===== src/rtl/serial_word_tx.sv =====
// serial_word_tx: MSB-first parallel-to-serial transmitter with last/div4 frame flags and a post-frame idle gap.
// Optional macro SERIAL_WORD_TX_PARITY_EN appends one even-parity bit after the LSB.
module serial_word_tx #(
  parameter int WIDTH = 8,
  parameter int GAP   = 1
) (
  input  logic             clk,
  input  logic             reset,
  input  logic [WIDTH-1:0] din,
  input  logic             load,
  output logic             ready,
  output logic             out,
  output logic             out_valid,
  output logic             last,
  output logic             div4
);

`ifdef SERIAL_WORD_TX_PARITY_EN
  localparam int FRAME = WIDTH + 1;
`else
  localparam int FRAME = WIDTH;
`endif
  localparam int CW = $clog2(FRAME + 1);
  localparam int GW = (GAP > 1) ? $clog2(GAP) : 1;
  localparam logic [CW-1:0] LAST_IDX = CW'(FRAME - 1);
  localparam logic [GW-1:0] GAP_LAST = GW'((GAP > 0) ? GAP - 1 : 0);

  typedef enum logic [1:0] {ST_IDLE, ST_SHIFT, ST_GAP} state_t;

  state_t           state_reg, state_next;
  logic [WIDTH-1:0] shift_reg, shift_next;
  logic [CW-1:0]    cnt_reg, cnt_next;
  logic [GW-1:0]    gap_reg, gap_next;
  logic             div4_pend_reg, div4_pend_next;
  logic             out_reg, out_next;
  logic             valid_reg, valid_next;
  logic             last_reg, last_next;
  logic             div4_reg, div4_next;
`ifdef SERIAL_WORD_TX_PARITY_EN
  localparam logic [CW-1:0] LSB_IDX = CW'(WIDTH - 1);
  logic             parity_reg, parity_next;
`endif

  always_ff @(posedge clk or negedge reset) begin
    if (!reset) begin
      state_reg     <= ST_IDLE;
      shift_reg     <= '0;
      cnt_reg       <= '0;
      gap_reg       <= '0;
      div4_pend_reg <= 1'b0;
      out_reg       <= 1'b0;
      valid_reg     <= 1'b0;
      last_reg      <= 1'b0;
      div4_reg      <= 1'b0;
`ifdef SERIAL_WORD_TX_PARITY_EN
      parity_reg    <= 1'b0;
`endif
    end else begin
      state_reg     <= state_next;
      shift_reg     <= shift_next;
      cnt_reg       <= cnt_next;
      gap_reg       <= gap_next;
      div4_pend_reg <= div4_pend_next;
      out_reg       <= out_next;
      valid_reg     <= valid_next;
      last_reg      <= last_next;
      div4_reg      <= div4_next;
`ifdef SERIAL_WORD_TX_PARITY_EN
      parity_reg    <= parity_next;
`endif
    end
  end

  // out_reg holds the bit currently on the line; cnt_reg is that bit's index in the frame.
  always_comb begin
    state_next     = state_reg;
    shift_next     = shift_reg;
    cnt_next       = cnt_reg;
    gap_next       = gap_reg;
    div4_pend_next = div4_pend_reg;
    out_next       = 1'b0;
    valid_next     = 1'b0;
    last_next      = 1'b0;
    div4_next      = 1'b0;
`ifdef SERIAL_WORD_TX_PARITY_EN
    parity_next    = parity_reg;
`endif
    case (state_reg)
      ST_IDLE: begin
        if (load) begin
          shift_next     = {din[WIDTH-2:0], 1'b0};
          out_next       = din[WIDTH-1];
          valid_next     = 1'b1;
          cnt_next       = '0;
          div4_pend_next = (din[1:0] == 2'b00);
`ifdef SERIAL_WORD_TX_PARITY_EN
          parity_next    = ^din;
`endif
          state_next     = ST_SHIFT;
        end
      end
      ST_SHIFT: begin
        if (cnt_reg == LAST_IDX) begin
          gap_next   = '0;
          state_next = (GAP == 0) ? ST_IDLE : ST_GAP;
        end else begin
          cnt_next   = cnt_reg + 1'b1;
          valid_next = 1'b1;
          last_next  = (cnt_next == LAST_IDX);
          div4_next  = last_next & div4_pend_reg;
`ifdef SERIAL_WORD_TX_PARITY_EN
          if (cnt_reg == LSB_IDX) begin
            out_next = parity_reg;
          end else begin
            out_next   = shift_reg[WIDTH-1];
            shift_next = {shift_reg[WIDTH-2:0], 1'b0};
          end
`else
          out_next   = shift_reg[WIDTH-1];
          shift_next = {shift_reg[WIDTH-2:0], 1'b0};
`endif
        end
      end
      ST_GAP: begin
        if (gap_reg == GAP_LAST) begin
          state_next = ST_IDLE;
        end else begin
          gap_next = gap_reg + 1'b1;
        end
      end
      default: state_next = ST_IDLE;
    endcase
  end

  assign ready     = (state_reg == ST_IDLE);
  assign out       = out_reg;
  assign out_valid = valid_reg;
  assign last      = last_reg;
  assign div4      = div4_reg;

endmodule


===== config.mk =====
export PLATFORM = sky130hd
export DESIGN_NAME = serial_word_tx
export DESIGN_NICKNAME = d
export VERILOG_FILES = /design/src/rtl/serial_word_tx.sv
export SDC_FILE = /design/constraint.sdc
export NUM_CORES = 1
export LEC_CHECK = 0
export CAP_MARGIN = 5
export CORE_MARGIN = 4
export CORE_UTILIZATION = 42
export CTS_CLUSTER_SIZE = 14
export DETAILED_ROUTE_END_ITERATION = 10
export PLACE_DENSITY_LB_ADDON = 0.1
export SKIP_LAST_GASP = 1
export SYNTH_ARGS = -nofsm -noshare
export SYNTH_HDL_FRONTEND = slang
export SYNTH_SLANG_ARGS = --single-unit
export TNS_END_PERCENT = 10

===== constraint.sdc =====
create_clock -name clk -period 3.9 [get_ports clk]
set_input_delay 0.78 -clock clk [delete_from_list [all_inputs] [get_ports clk]]
set_output_delay 0.78 -clock clk [all_outputs]
set_load 0.02 [all_outputs]

==> out/summary.txt <==
Outcome = finished, final reports clean
Power Density = 713 nW/µm²
Core Util, Final = 0.575
Synth Flop Type = dfrtp_1
Share of the synthesized area in the top cell type = 0.536
First-pass GRT wire length = 2500 µm
Worst-Skew Late Latency = 0.29 ns
Hold Path Class = flop to flop
Syn_area_per_cell = 13.1 µm²
Final Hold Viols = 0
Most frequent cells in the layout = dfrtp_1, clkdlybuf4s50_1, mux2_2
Dpl hpwl = 1030 µm
# IOs = 16
CTS buffer count = 3
Vias in the first global route = 532
Final Max Tran Viols = 0
Core footprint = 1800 µm²
DRC viols = 0
Vias/cell = 5.08
Row Count = 15
Clock sinks = 18
Syn Nets = 77
CP Max Fanout = 4
Leak = 0.487 nW
Sequential cell area fraction in the yosys report = 0.536
WP data arrival = 1.45 ns
Antenna violations before repair = 0
Leading area contributor after synthesis = dfrtp_1
Clk_skew = 0.00235 ns
Final setup violation count = 0
Drt first pass iters = 1
Commonest non-fill, non-tap cell in the layout = dfrtp_1
Die Width = 52.7 µm
Post-synth EDFFs = 0
Unrepaired setup endpoints after global routing = false
Synth area leaders = dfrtp_1, mux2_2, mux2_1, ha_1, buf_6
Area growth from synthesis to layout = 23.2%
Root Driver = clkbuf_4
Critical path class = flop to output pin
Initial Util = 0.467
Critical Path Source Type = flop
Crit. End Element = output pin
Starting DRC count in detailed routing = 0
Maximum clock frequency = 448 MHz
Post-synthesis register bit count = 18
Final Critical Period = 2.23 ns
Peak VDD IR = 387 µV
Synthesized cell area = 841 µm²
CTS tree = yes
Fin nets = 95
Final worst path period share = 0.573
Post-CTS resize count = 0
Synth unique cells = 28
Hold path cells = 1
Ant. Diodes = 0
Layout cells sized above 1 = 0.222
Postcts setup bufs = 0
CTS max path bufs = 2
DRT Wirelength = 1400 µm
Die area = 2780 µm²
Largest net degree at the start of global routing = 19
Hold-fix buffers, CTS = 0
Post-synth ARST share = 1.00
Routed vias = 538
Worst slew margin = 0.462
Routed WL per cell = 13.2 µm
Slew @ Worst Pin = 0.804 ns
Max reg flops = 7
Grt total ovfl = 0
Clk slew on worst S/H paths = 0.10 ns
Setup TNS after final layout = 0 ns
Htree depth = 1
Number of buffer cells added on primary ports = 15
Post-Synthesis Cells = 64
Total GRT Usage = 0.128
Max cap viols = 0
Routed Antenna Nets = 0
R2r worst-path depth = 5
Die height = 52.7 µm
Worst path required time = 3.12 ns
Yosys warns = 0
Placer Congestion = 0.745
cell usage after synthesis (2+ instances only):
| library cell | n |
|---|---|
| mux2_1 | 3 |
| inv_1 | 2 |
| buf_6 | 2 |
| nor2_1 | 5 |
| mux2_2 | 10 |
| dfrtp_1 | 18 |
| nand3_1 | 2 |
| ha_1 | 2 |
power breakdown:
group	internal (mW)	total (mW)	leakage, nW	switching (mW)
clock network	0.0569	0.112	0.0210	0.0551
registers	0.259	0.305	0.226	0.0461
logic	0.173	0.322	0.240	0.149
total	0.488	0.739	0.487	0.251
through the flow:
stage | power [mW] | cells | hold WS [ns] | area [µm²] | setup slack (ns)
6_report | 0.739 | 106 | 0.488 | 1040 | 1.67
2_1_floorplan | 0.562 | 64 | 0.452 | 841 | 2.13
3_5_place_dp | 0.636 | 102 | 0.473 | 1000 | 1.55
3_3_place_gp | 0.632 | 102 | 0.464 | 1000 | 1.56
5_1_grt | 0.808 | 106 | 0.519 | 1040 | 1.54
4_1_cts | 0.750 | 106 | 0.497 | 1040 | 1.65
logic make-up (layout without fill, tap and decap cells):
kind of cell	Yosys count	after routing	synth area share
compound gates	6	6	0.0610
xor+xnor	2	2	0.0208
fa+ha+maj	2	2	0.0298
buf+inv	5	22	0.0551
flops	18	18	0.536
mux	13	13	0.174
simple gates	18	18	0.124
per-layer routing:
layer	vias up	part of all wire	GRT usage
met5	-	0	0
met4	0	0	0.0255
met3	0	0.059	0.0598
met2	14	0.47	0.205
met1	259	0.47	0.156
li1	265	-	-
critical path, cell delays in order (launching register included):
cell and delay [ns]:
dfrtp_1 0.41, nor2_1 0.13, clkdlybuf4s50_1 0.61
layout make-up:
class / count / area (µm²)
fill: 178 / 766
inverter: 3 / 23.8
clock buffer: 4 / 36.3
tap: 25 / 31.3
timing repair buffer: 15 / 150
multi-input combinational: 41 / 344
sequential: 18 / 450
path summary, 6_finish.rpt:
| kind | start | end | slack [ns] |
|---|---|---|---|
| worst max-delay path | state_reg[1] | ready | 1.67 |
| worst min-delay path | shift_reg[2] | shift_reg[2] | 0.49 |
| worst max register to register | cnt_reg[1] | shift_reg[7] | 1.96 |
| worst min register to register | shift_reg[2] | shift_reg[2] | 0.49 |
| max in group asynchronous | reset | out_valid | 2.46 |
| min in group asynchronous | reset | state_reg[1] | 0.95 |
No activity file was read; power rests on OpenSTA's default activity.
